===== src/rtl/pacman_pkg.sv =====
// Shared encodings for the player movement scheduler and the tile-map arbiter.
package pacman_pkg;

  localparam int TILE_SHIFT_DEF = 4;
  localparam int MAP_COLS_DEF   = 40;

  localparam logic [1:0] DIR_RIGHT = 2'd0;
  localparam logic [1:0] DIR_UP    = 2'd1;
  localparam logic [1:0] DIR_LEFT  = 2'd2;
  localparam logic [1:0] DIR_DOWN  = 2'd3;

  localparam logic [7:0] KEY_RIGHT = 8'h74;
  localparam logic [7:0] KEY_UP    = 8'h75;
  localparam logic [7:0] KEY_LEFT  = 8'h6B;
  localparam logic [7:0] KEY_DOWN  = 8'h72;

  typedef enum logic [2:0] {
    ST_IDLE,
    ST_CALC,
    ST_PROBE0,
    ST_PROBE1,
    ST_COMMIT
  } state_e;

endpackage


===== src/rtl/pacman_tile_addr.sv =====
// Pixel coordinate to row-major tile index of the shared wall map.
module pacman_tile_addr
  import pacman_pkg::*;
#(
  parameter int TILE_SHIFT = TILE_SHIFT_DEF,
  parameter int MAP_COLS   = MAP_COLS_DEF
) (
  input  logic [9:0]  px_i,
  input  logic [8:0]  py_i,
  output logic [10:0] addr_o
);

  logic [10:0] row;
  logic [10:0] col;

  assign row    = 11'(py_i >> TILE_SHIFT);
  assign col    = 11'(px_i >> TILE_SHIFT);
  assign addr_o = row * 11'(MAP_COLS) + col;

endmodule


===== src/rtl/pacman_move_ctrl.sv =====
// Once-per-frame sprite mover: latches the PS/2 direction, probes the two
// leading-edge corner tiles of the candidate position and commits or falls back.
module pacman_move_ctrl
  import pacman_pkg::*;
#(
  parameter int SCREEN_W   = 640,
  parameter int SCREEN_H   = 480,
  parameter int SPRITE_W   = 32,
  parameter int SPRITE_H   = 32,
  parameter int TILE_SHIFT = TILE_SHIFT_DEF,
  parameter int MAP_COLS   = MAP_COLS_DEF,
  parameter int STEP       = 1,
  parameter int START_X    = 304,
  parameter int START_Y    = 224
) (
  input  logic        vga_clk,
  input  logic        reset,
  input  logic        vs,
  input  logic [7:0]  ps2_key_data,
  output logic        map_req,
  output logic [10:0] map_addr,
  input  logic        map_ack,
  input  logic        map_wall,
  output logic [9:0]  x_pos,
  output logic [8:0]  y_pos,
  output logic [1:0]  dir,
  output logic        moving,
  output logic        busy,
  output logic        overrun
);

  localparam logic signed [11:0] STEP_S  = 12'(STEP);
  localparam logic signed [11:0] SPR_W_S = 12'(SPRITE_W);
  localparam logic signed [11:0] SPR_H_S = 12'(SPRITE_H);
  localparam logic signed [11:0] SCR_W_S = 12'(SCREEN_W);
  localparam logic signed [11:0] SCR_H_S = 12'(SCREEN_H);
  localparam logic [9:0]         XOFF    = 10'(SPRITE_W - 1);
  localparam logic [8:0]         YOFF    = 9'(SPRITE_H - 1);

  state_e      state_q, state_d;
  logic        vsPrev_q, vsPrev_d;
  logic [1:0]  pendingDir_q, pendingDir_d;
  logic [1:0]  tryDir_q, tryDir_d;
  logic [1:0]  dir_q, dir_d;
  logic [9:0]  x_q, x_d, candX_q, candX_d;
  logic [8:0]  y_q, y_d, candY_q, candY_d;
  logic [10:0] addr0_q, addr0_d, addr1_q, addr1_d;
  logic        moving_q, moving_d;
  logic        overrun_q, overrun_d;

  logic               tick;
  logic               blocked;
  logic               outOfBounds;
  logic signed [11:0] xs, ys, nx, ny;
  logic [9:0]         xl, xr, c0x, c1x;
  logic [8:0]         yt, yb, c0y, c1y;
  logic [10:0]        cornerAddr0, cornerAddr1;

  assign tick = vsPrev_q & ~vs;
  assign xs   = $signed({2'b00, x_q});
  assign ys   = $signed({3'b000, y_q});

  // Candidate position is computed one bit wider than the screen so a step
  // past either edge shows up as negative or too large rather than wrapping.
  always_comb begin
    nx = xs;
    ny = ys;
    case (tryDir_q)
      DIR_RIGHT: nx = xs + STEP_S;
      DIR_UP:    ny = ys - STEP_S;
      DIR_LEFT:  nx = xs - STEP_S;
      default:   ny = ys + STEP_S;
    endcase
  end

  assign outOfBounds = nx[11] || ny[11] ||
                       (nx + SPR_W_S > SCR_W_S) || (ny + SPR_H_S > SCR_H_S);

  assign xl = nx[9:0];
  assign xr = nx[9:0] + XOFF;
  assign yt = ny[8:0];
  assign yb = ny[8:0] + YOFF;

  always_comb begin
    c0x = xl;
    c0y = yt;
    c1x = xl;
    c1y = yt;
    case (tryDir_q)
      DIR_RIGHT: begin c0x = xr; c1x = xr; c1y = yb; end
      DIR_UP:    begin c1x = xr; end
      DIR_LEFT:  begin c1y = yb; end
      default:   begin c0y = yb; c1x = xr; c1y = yb; end
    endcase
  end

  pacman_tile_addr #(.TILE_SHIFT(TILE_SHIFT), .MAP_COLS(MAP_COLS)) u_corner0 (
    .px_i   (c0x),
    .py_i   (c0y),
    .addr_o (cornerAddr0)
  );

  pacman_tile_addr #(.TILE_SHIFT(TILE_SHIFT), .MAP_COLS(MAP_COLS)) u_corner1 (
    .px_i   (c1x),
    .py_i   (c1y),
    .addr_o (cornerAddr1)
  );

  always_ff @(posedge vga_clk) begin
    if (reset) begin
      state_q      <= ST_IDLE;
      vsPrev_q     <= 1'b1;
      pendingDir_q <= DIR_RIGHT;
      tryDir_q     <= DIR_RIGHT;
      dir_q        <= DIR_RIGHT;
      x_q          <= 10'(START_X);
      y_q          <= 9'(START_Y);
      candX_q      <= 10'(START_X);
      candY_q      <= 9'(START_Y);
      addr0_q      <= '0;
      addr1_q      <= '0;
      moving_q     <= 1'b0;
      overrun_q    <= 1'b0;
    end else begin
      state_q      <= state_d;
      vsPrev_q     <= vsPrev_d;
      pendingDir_q <= pendingDir_d;
      tryDir_q     <= tryDir_d;
      dir_q        <= dir_d;
      x_q          <= x_d;
      y_q          <= y_d;
      candX_q      <= candX_d;
      candY_q      <= candY_d;
      addr0_q      <= addr0_d;
      addr1_q      <= addr1_d;
      moving_q     <= moving_d;
      overrun_q    <= overrun_d;
    end
  end

  always_comb begin
    state_d      = state_q;
    vsPrev_d     = vs;
    pendingDir_d = pendingDir_q;
    tryDir_d     = tryDir_q;
    dir_d        = dir_q;
    x_d          = x_q;
    y_d          = y_q;
    candX_d      = candX_q;
    candY_d      = candY_q;
    addr0_d      = addr0_q;
    addr1_d      = addr1_q;
    moving_d     = moving_q;
    overrun_d    = tick && (state_q != ST_IDLE);
    blocked      = 1'b0;

    case (ps2_key_data)
      KEY_RIGHT: pendingDir_d = DIR_RIGHT;
      KEY_UP:    pendingDir_d = DIR_UP;
      KEY_LEFT:  pendingDir_d = DIR_LEFT;
      KEY_DOWN:  pendingDir_d = DIR_DOWN;
      default:   pendingDir_d = pendingDir_q;
    endcase

    case (state_q)
      ST_IDLE: begin
        if (tick) begin
          tryDir_d = pendingDir_q;
          state_d  = ST_CALC;
        end
      end
      ST_CALC: begin
        if (outOfBounds) begin
          blocked = 1'b1;
        end else begin
          candX_d = nx[9:0];
          candY_d = ny[8:0];
          addr0_d = cornerAddr0;
          addr1_d = cornerAddr1;
          state_d = ST_PROBE0;
        end
      end
      ST_PROBE0: begin
        if (map_ack) begin
          if (map_wall) blocked = 1'b1;
          else          state_d = ST_PROBE1;
        end
      end
      ST_PROBE1: begin
        if (map_ack) begin
          if (map_wall) blocked = 1'b1;
          else          state_d = ST_COMMIT;
        end
      end
      ST_COMMIT: begin
        x_d      = candX_q;
        y_d      = candY_q;
        dir_d    = tryDir_q;
        moving_d = 1'b1;
        state_d  = ST_IDLE;
      end
      default: state_d = ST_IDLE;
    endcase

    // A blocked requested turn falls back to the current heading once.
    if (blocked) begin
      if (tryDir_q != dir_q) begin
        tryDir_d = dir_q;
        state_d  = ST_CALC;
      end else begin
        moving_d = 1'b0;
        state_d  = ST_IDLE;
      end
    end
  end

  assign map_req  = (state_q == ST_PROBE0) || (state_q == ST_PROBE1);
  assign map_addr = (state_q == ST_PROBE1) ? addr1_q :
                    (state_q == ST_PROBE0) ? addr0_q : '0;
  assign busy     = (state_q != ST_IDLE);
  assign x_pos    = x_q;
  assign y_pos    = y_q;
  assign dir      = dir_q;
  assign moving   = moving_q;
  assign overrun  = overrun_q;

endmodule


===== config.mk =====
export PLATFORM = sky130hd
export DESIGN_NAME = pacman_move_ctrl
export DESIGN_NICKNAME = d
export VERILOG_FILES = /design/src/rtl/pacman_pkg.sv /design/src/rtl/pacman_tile_addr.sv /design/src/rtl/pacman_move_ctrl.sv
export SDC_FILE = /design/constraint.sdc
export NUM_CORES = 1
export LEC_CHECK = 0
export ABC_AREA = 1
export BUFFER_PORTS_ARGS = -buffer_cell sky130_fd_sc_hd__buf_2
export CAP_MARGIN = 20
export CORE_ASPECT_RATIO = 0.8
export CORE_UTILIZATION = 45
export CTS_BUF_LIST = sky130_fd_sc_hd__clkbuf_8
export DETAILED_ROUTE_END_ITERATION = 10
export GPL_ROUTABILITY_DRIVEN = 0
export PLACE_DENSITY = 0.61
export SLEW_MARGIN = 20
export SYNTH_ARGS = -nofsm -noshare
export SYNTH_HDL_FRONTEND = slang
export SYNTH_SLANG_ARGS = --single-unit

===== constraint.sdc =====
create_clock -name vga_clk -period 8.7 [get_ports vga_clk]
set_clock_uncertainty 0.2 [all_clocks]
set_input_delay 1.74 -clock vga_clk [delete_from_list [all_inputs] [get_ports vga_clk]]
set_output_delay 1.74 -clock vga_clk [all_outputs]
set_load 0.02 [all_outputs]

==> results of run 1 <==
## registers in the layout (all words and copies together) (netlist names)
| name | count |
|---|---|
| addr0_q | 11 |
| addr1_q | 11 |
| candX_q | 10 |
| candY_q | 9 |
| dir | 2 |
| moving | 1 |
| overrun | 1 |
| pendingDir_q | 2 |
| state_q | 3 |
| tryDir_q | 2 |
| vsPrev_q | 1 |
| x_pos | 10 |
| y_pos | 9 |
## layout make-up
cell class / count / area (um2) / area share, %
Timing Repair Buffer: 51 / 262.8 / 4.692
Sequential cell: 72 / 1441 / 25.74
Inverter: 116 / 435.4 / 7.775
Clock buffer: 11 / 151.4 / 2.703
Clock inverter: 5 / 55.05 / 0.9830
Multi-Input combinational cell: 588 / 3074 / 54.89
Tap cell: 144 / 180.2 / 3.217
## power groups by stage
stage / logic [mW] / registers, mW / clock network [mW]
after floorplan: 1.04 / 0.461 / 0
after global placement: 1.26 / 0.471 / 0
after detailed placement: 1.29 / 0.474 / 0
after CTS: 1.30 / 0.467 / 0.289
after global routing: 1.50 / 0.480 / 0.305
final: 1.30 / 0.467 / 0.285
## synth_stat cells (all sizes together)
cell type,number
nand2,198
inv,116
nand3,77
o21ai,76
dfxtp,72
nor2,72
a21oi,63
ha,24
buf,16
xor2,16
clkbuf,14
nand4,14
o211ai,10
nor3,6
xnor2,6
o22ai,5
or2,5
fa,4
a31oi,3
nor4,2
o41ai,2
mux2,1
mux2i,1
nand3b,1
o311ai,1
or3,1
## worst max-delay path, stage by stage (launching register included)
cell and delay, ps:
dfxtp_1 780, inv_2 210, nor2_2 470, nand2_1 120
o211ai_1 140, nand2_1 70, nor2_1 160, nand3_2 180
xor2_1 210, nor2_1 50, or2_2 320, ha_1 300
ha_1 180, inv_1 60, fa_1 390, xnor2_1 300
inv_1 80, nor2_1 140, nand2_1 70, nand2_1 60
nand3_1 80, a21oi_1 180
## per-layer routing
metal  global-route usage, %  vias to the layer above  share of wire [%]
met5                       0                        -                  0
met3                   4.284                       22                4.3
met1                   34.14                     2441                 49
li1                        -                     2693                  -
met2                   41.14                      117                 45
met4                   8.452                        0                2.2
## how the worst max path moves through the flow
stage	from	slack [ps]	cells after the start	end
CTS	tryDir_q[0]	3930	22	addr1_q[9]
detailed placement	tryDir_q[0]	3960	22	addr1_q[9]
finish	tryDir_q[0]	3860	21	addr0_q[9]
global route	tryDir_q[0]	3350	22	addr1_q[9]
global placement	tryDir_q[0]	4150	22	addr1_q[9]
floorplan	y_pos[0]	4630	18	addr1_q[9]
## metrics by stage
step / worst slack, ps / cell area [um2] / total power [mW]
6_report: 3855 / 5600 / 2.056
5_1_grt: 3349 / 5600 / 2.281
4_1_cts: 3926 / 5600 / 2.054
3_5_place_dp: 3957 / 5394 / 1.765
3_3_place_gp: 4150 / 5394 / 1.732
2_1_floorplan: 4627 / 5112 / 1.498
## cells by family (layout without fill, tap and decap cells)
family,count (synthesis),count (layout),synth area share (%)
fa+ha+maj,28,28,7.440
compound gates,160,160,16.57
mux,2,2,0.4160
simple gates,376,376,31.84
flops,72,72,28.19
xor+xnor,22,22,3.769
buf+inv,146,183,11.77
==> results.json, run 1 <==
{
  "io_pins": 49,
  "overflow": 0,
  "required_ps": 8790,
  "finalCritPeriodShare_pct": 55.69,
  "cts_root_buffer": "clkbuf_8",
  "rows": 34,
  "drv_cap": 0,
  "initial_utilization_pct": 46.58,
  "rr_worst_depth": 21,
  "final_cells": 987,
  "finalHoldViolations": 0,
  "clk_latency_ps": 360,
  "crit_arrival_ps": 4930,
  "final_layout_size_suffix_gt1_share_pct": 11.03,
  "via_count": 5273,
  "diodes": 0,
  "grt_setup_unrepaired": "no",
  "netlist_area_um2": 5112,
  "peakVddDrop_mv": 0.2473,
  "swShare_pct": 49.93,
  "cts_max_level": 3,
  "min_period_ps": 4845,
  "hold_path_end": "addr1_q[1]",
  "gr-usage-all-layers_pct": 25.45,
  "clk_path_buf_depth": 2,
  "p_leak_nw": 2.746,
  "grt_pass1_vias": 4898,
  "wirelength_um": 14090,
  "clk_pin_slew_worst_paths_ps": 80,
  "ctsResizeCount": 0,
  "r2r_setup_slack_ps": 3860,
  "cts_made_buffers": 9,
  "avgViaCountPerCell": 5.342,
  "synth_top_cell_by_area": "dfxtp_1",
  "path_class": "reg2reg",
  "core_region_area_um2": 10980,
  "layout_commonest_cell": "nand2_1",
  "yosysSeqAreaShare_pct": 28.19,
  "timing.hold.ws_ps": 250.2,
  "hold_path_class": "reg2reg",
  "r2r_end": "addr0_q[9]",
  "hold_depth": 2,
  "status": "finished, final reports clean",
  "crit_path_max_fanout": 15,
  "r2r_start": "tryDir_q[0]",
  "die-area_um2": 11790,
  "ys_warn_count": 0,
  "die_h_um": 97.34,
  "yosys.area.top_type_share_pct": 28.19,
  "dp_cells": 971,
  "place_hpwl_um": 10270,
  "internal_power_mw": 1.030,
  "worst_setup_path_start_kind": "flip-flop",
  "p_comb_share_pct": 63.4,
  "end_kind": "flip-flop",
  "maxSlewHeadroom_pct": 36.36,
  "fillers": 1194,
  "ys_seq_elements": 72,
  "setup_viol": 0,
  "portBuffers": 48,
  "power_density_nw_per_um2": 367.2,
  "drc_errors": 0,
  "sequentialPowerShare_pct": 22.7,
  "cts_tree": "done",
  "final_max_slew_viol_count": 0,
  "synthDistinctLibCells": 37,
  "drtIter0Drc": 448,
  "fmax_ghz": 0.2064,
  "avgSynthCellArea_um2": 6.343,
  "grt_pass1_wl_um": 23870,
  "p_clk_share_pct": 13.9,
  "cts-hold-fix-buffers": 0,
  "wl_per_cell_um": 14.27,
  "cts_num_sinks": 72,
  "areaGrowthSynthToFinish_pct": 9.545,
  "cts_setup_buffers": 0,
  "fp.dieW_um": 121.2,
  "synth.area.top_cells": "dfxtp_1, nand2_1, inv_1",
  "synthCells": 806,
  "grt_max_degree": 48,
  "ant_nets": 0,
  "min_from": "addr1_q[1]",
  "setup_tns_ps": 0,
  "synth_fp_nets": 847,
  "antenna_found_initial": 0,
  "layout.nets": 879,
  "final_cell_mix": "nand2_1, inv_1, nand3_1, o21ai_0, dfxtp_1",
  "drt_pass1_iterations": 5,
  "max_slew.worst_pin.slew_ps": 949.4,
  "final_util_pct": 51.03,
  "power.switching_mw": 1.027
}
(Power assumes the default switching activity.)
==> inputs of run 2 (changes only) <==
--- a/config.mk
+++ b/config.mk
@@ -13,7 +13,7 @@
 export CTS_BUF_LIST = sky130_fd_sc_hd__clkbuf_8
 export DETAILED_ROUTE_END_ITERATION = 10
 export GPL_ROUTABILITY_DRIVEN = 0
-export PLACE_DENSITY = 0.61
+export PLACE_DENSITY = 0.64
 export SLEW_MARGIN = 20
 export SYNTH_ARGS = -nofsm -noshare
 export SYNTH_HDL_FRONTEND = slang
==> constraint.sdc (replaced) <==
create_clock -name vga_clk -period 4.12 [get_ports vga_clk]
set_clock_uncertainty 0.2 [all_clocks]
set_input_delay 0.824 -clock vga_clk [delete_from_list [all_inputs] [get_ports vga_clk]]
set_output_delay 0.824 -clock vga_clk [all_outputs]
set_load 0.02 [all_outputs]
==> results.json, run 2 (same netlist as run 1, synthesis figures left out) <==
{
  "status": "finished, final reports clean",
  "gr-usage-all-layers_pct": 25.89,
  "drtIter0Drc": 350,
  "clk_pin_slew_worst_paths_ps": 80,
  "dp_slack_ps": 18.84,
  "power_mw": 4.954,
  "grt_pass1_vias": 5214,
  "place_hpwl_um": 10630,
  "areaGrowthSynthToFinish_pct": 16.47,
  "die-area_um2": 11790,
  "peakVddDrop_mv": 0.5136,
  "timing.hold.ws_ps": 242.6,
  "layout.nets": 901,
  "grt_max_degree": 40,
  "maxSlewHeadroom_pct": 35.07,
  "fillers": 1088,
  "die_h_um": 97.34,
  "cts_made_buffers": 9,
  "final_util_pct": 54.25,
  "initial_utilization_pct": 46.58,
  "setup_viol": 0,
  "crit_arrival_ps": 4010,
  "cts_root_buffer": "clkbuf_8",
  "required_ps": 4210,
  "wirelength_um": 14410,
  "drt_pass1_iterations": 5,
  "min_period_ps": 3917,
  "setup_tns_ps": 0,
  "finalCritPeriodShare_pct": 95.07,
  "path_class": "reg2reg",
  "diodes": 0,
  "reg_top3": "addr0_q x11, addr1_q x11",
  "cts_num_sinks": 72,
  "crit_top_cell": "nand2_1",
  "drv_cap": 0,
  "crit_path_max_fanout": 6,
  "cts_tree": "done",
  "seq_area_um2": 1459,
  "overflow": 0,
  "multiInputGateArea_um2": 3206,
  "antenna_found_initial": 0,
  "io_pins": 49,
  "power_density_nw_per_um2": 832.0,
  "fp.dieW_um": 121.2,
  "hold_path_class": "reg2reg",
  "max_slew.worst_pin.slew_ps": 968.7,
  "cp_slowest_stage_delay_ps": 420,
  "portBuffers": 48,
  "rows": 34,
  "avgViaCountPerCell": 5.346,
  "wl_per_cell_um": 14.28,
  "end_kind": "flip-flop",
  "timing.final.ws_setup_ps": 203.1,
  "final_cell_mix": "nand2_1, inv_1, nand3_1, o21ai_0",
  "final_max_slew_viol_count": 0,
  "core_region_area_um2": 10980,
  "fmax_ghz": 0.2553,
  "layout_commonest_cell": "nand2_1",
  "cts_max_level": 3,
  "clk_latency_ps": 360,
  "grt_setup_unrepaired": "yes",
  "worst_setup_path_start_kind": "flip-flop",
  "ant_nets": 0,
  "drc_errors": 0,
  "via_count": 5394,
  "clk_path_buf_depth": 2,
  "finalHoldViolations": 0,
  "p_leak_nw": 2.896,
  "final_layout_size_suffix_gt1_share_pct": 17.23,
  "grt_pass1_wl_um": 24450,
  "slowest_stage": "fa_2"
}
[run 2: cell count changes in the layout (fill, tap and decap cells not counted), sizes merged]
cell and delta:
clkinv -2, bufinv +2, clkbuf -2, buf +22, clkinvlp +2
[run 2: where the power goes]
part	internal, mW	total (mW)	switching (mW)
Clock	0.402	0.694	0.292
Sequential	0.880	0.982	0.102
Combinational	1.23	3.28	2.05
[run 2: per-layer routing]
metal,track usage (%),wire length [um],vias to the layer above
met2,41.67,6691,161
met5,0,0,-
met1,33.33,6565,2476
met3,5.399,761,28
li1,-,-,2729
met4,10.92,391,0
[run 2: layout make-up]
cell class              count  area share (%)
well taps                 144           3.026
inverters                 116           7.354
flip-flops and latches     72           24.50
clock buffers               9           2.080
multi-input cells         588           53.83
repair buffers             73           7.186
clock inverters             7           2.017
[run 2: path summary, 6_finish.rpt]
kind                   start          to  slack, ps  cells after the start
setup reg to reg    y_pos[0]  addr1_q[9]        200                     25
setup / recovery    y_pos[0]  addr1_q[9]        200                     25
hold reg to reg   candX_q[0]    x_pos[0]        240                      2
hold / removal    candX_q[0]    x_pos[0]        240                      2
[run 2: per-stage QoR]
stage / instances / area, um2
floorplan: 806 / 5112
global placement: 991 / 5544
detailed placement: 991 / 5544
CTS: 1007 / 5794
global route: 1009 / 5954
finish: 1009 / 5954
[run 2: what timing repair did]
| action | CTS | global route |
|---|---|---|
| setup endpoints to repair | 1 | 9 |
| setup buffers | 0 | 2 |
| hold buffers | 0 | 0 |
| resized for setup | 1 | 51 |
| pin swaps | 0 | 6 |
[run 2: worst max-delay path: cells and delay by family, from the launching register on]
family / cells / cell delay, ps
flip-flops: 1 / 370
adder cells (fa/ha/maj): 3 / 880
XOR/XNOR: 1 / 140
AND/OR/NAND/NOR: 14 / 1560
AO/OA/AOI/OAI: 1 / 130
buffers and inverters: 6 / 560
==> inputs of run 3 (changes only) <==
--- a/config.mk
+++ b/config.mk
@@ -6,14 +6,14 @@
 export NUM_CORES = 1
 export LEC_CHECK = 0
 export ABC_AREA = 1
-export BUFFER_PORTS_ARGS = -buffer_cell sky130_fd_sc_hd__buf_2
 export CAP_MARGIN = 20
 export CORE_ASPECT_RATIO = 0.8
 export CORE_UTILIZATION = 45
 export CTS_BUF_LIST = sky130_fd_sc_hd__clkbuf_8
 export DETAILED_ROUTE_END_ITERATION = 10
+export DONT_BUFFER_PORTS = 1
 export GPL_ROUTABILITY_DRIVEN = 0
-export PLACE_DENSITY = 0.64
+export PLACE_DENSITY = 0.6
 export SLEW_MARGIN = 20
 export SYNTH_ARGS = -nofsm -noshare
 export SYNTH_HDL_FRONTEND = slang
==> results.json, run 3 (same netlist as run 1, synthesis figures left out) <==
{
  "gr-usage-all-layers_pct": 25.53,
  "cts_max_level": 3,
  "cts_num_sinks": 72,
  "reg_top3": "addr0_q x11, addr1_q x11",
  "cts_tree": "done",
  "place_hpwl_um": 10570,
  "path_class": "reg2reg",
  "areaGrowthSynthToFinish_pct": 11.33,
  "cts_made_buffers": 9,
  "fp.dieW_um": 121.2,
  "die_h_um": 97.34,
  "fmax_ghz": 0.2591,
  "drc_errors": 0,
  "maxSlewHeadroom_pct": 29.42,
  "final_util_pct": 51.86,
  "die-area_um2": 11790,
  "r2r_start": "y_pos[0]",
  "avgViaCountPerCell": 5.450,
  "drt_pass1_iterations": 6,
  "final_cells": 967,
  "setup_tns_ps": 0,
  "crit_path_max_fanout": 7,
  "antenna_found_initial": 0,
  "wirelength_um": 14220,
  "wl_per_cell_um": 14.71,
  "initial_utilization_pct": 46.58,
  "worst_setup_path_start_kind": "flip-flop",
  "overflow": 0,
  "r2r_end": "addr1_q[8]",
  "layout_commonest_cell": "nand2_1",
  "drv_cap": 0,
  "peakVddDrop_mv": 0.6960,
  "p_leak_nw": 2.697,
  "finalHoldViolations": 0,
  "clk_path_buf_depth": 2,
  "via_count": 5270,
  "io_pins": 49,
  "end_kind": "flip-flop",
  "grt_max_degree": 53,
  "crit_arrival_ps": 3900,
  "core_region_area_um2": 10980,
  "power_density_nw_per_um2": 831.6,
  "setup_viol": 0,
  "final_cell_mix": "nand2_1, inv_1, nand3_1, o21ai_0, dfxtp_1",
  "final_layout_size_suffix_gt1_share_pct": 11.18,
  "finalCritPeriodShare_pct": 93.67,
  "hold_path_class": "reg2reg",
  "grt_pass1_wl_um": 23770,
  "endpoint": "addr1_q[8]",
  "grt_setup_unrepaired": "yes",
  "max_slew.worst_pin.slew_ps": 1053,
  "rows": 34,
  "diodes": 0,
  "clk_latency_ps": 360,
  "portBuffers": 0,
  "cts-hold-fix-buffers": 0,
  "r2r_setup_slack_ps": 260,
  "layout.nets": 859,
  "cts_root_buffer": "clkbuf_8",
  "rr_worst_depth": 17,
  "clk_pin_slew_worst_paths_ps": 80,
  "timing.hold.ws_ps": 250.0,
  "grt_pass1_vias": 4945,
  "required_ps": 4170,
  "final_max_slew_viol_count": 0,
  "ant_nets": 0,
  "crit_start": "y_pos[0]",
  "dp_cells": 951,
  "min_period_ps": 3859,
  "status": "finished, final reports clean",
  "drtIter0Drc": 344
}
==> run 3: changes by cell type in the layout (fill, tap and decap cells not counted), moves of 3 or more <==
cell,before,now
nor2_4,6,3
dfxtp_1,62,65
clkinvlp_4,4,1
o21ai_0,67,71
inv_1,108,111
buf_4,25,28
buf_2,48,0
==> run 3: final cells by class <==
cell class | count | area, um2
Clock inverter | 7 | 95.09
Fill cell | 1143 | 5284
Timing Repair Buffer | 31 | 261.5
Inverter | 116 | 435.4
Tap cell | 144 | 180.2
Clock buffer | 9 | 123.9
Multi-Input combinational cell | 588 | 3146
Sequential cell | 72 | 1450
==> run 3: worst min-delay path by stage <==
stage | startpoint | cells past startpoint | slack [ps] | to
floorplan | addr1_q[1] | 2 | 220 | addr1_q[1]
global placement | addr1_q[1] | 2 | 240 | addr1_q[1]
detailed placement | addr1_q[6] | 2 | 240 | addr1_q[6]
CTS | addr1_q[6] | 2 | 250 | addr1_q[6]
global route | candX_q[0] | 2 | 270 | x_pos[0]
finish | addr1_q[6] | 2 | 250 | addr1_q[6]
==> run 3: metal layers <==
layer  wire length [um]  part of all wire, %  global-route usage, %  vias up
met5                  0                    0                      0        -
met3                820                  5.8                  5.223       22
met2               6598                   46                  41.67      148
met4                197                  1.4                  8.452        0
li1                   -                    -                      -     2648
met1               6606                   46                  33.38     2452
==> run 3: what timing repair did <==
item	4_1_cts	5_1_grt
setup endpoints to repair	1	9
setup buffers	0	0
resized for setup	1	26
pin swaps	0	3
==> run 3: worst max-delay path: stages, from the launching register on <==
cell	delay, ps
dfxtp_2	350
inv_1	110
ha_2	290
o211ai_1	240
nand2_1	110
nor2_2	180
nand3_4	140
xor2_2	170
o21ai_1	290
ha_1	300
ha_1	230
inv_1	70
fa_1	460
inv_1	110
nand3_1	110
xor2_1	150
o21ai_0	170
a21oi_1	60
==> run 3: power breakdown <==
| part | total, mW | switching [mW] | internal [mW] |
|---|---|---|---|
| Clock | 0.639 | 0.297 | 0.342 |
| Sequential | 0.988 | 0.108 | 0.880 |
| Combinational | 3.11 | 1.95 | 1.15 |
==> run 3: through the flow <==
stage	worst slack, ps	area (um2)	total power [mW]
2_1_floorplan	46.65	5112	3.164
3_3_place_gp	47.24	5389	3.791
3_5_place_dp	-32.91	5389	3.881
4_1_cts	55.81	5608	4.541
5_1_grt	-88.23	5692	5.229
6_report	260.8	5692	4.733
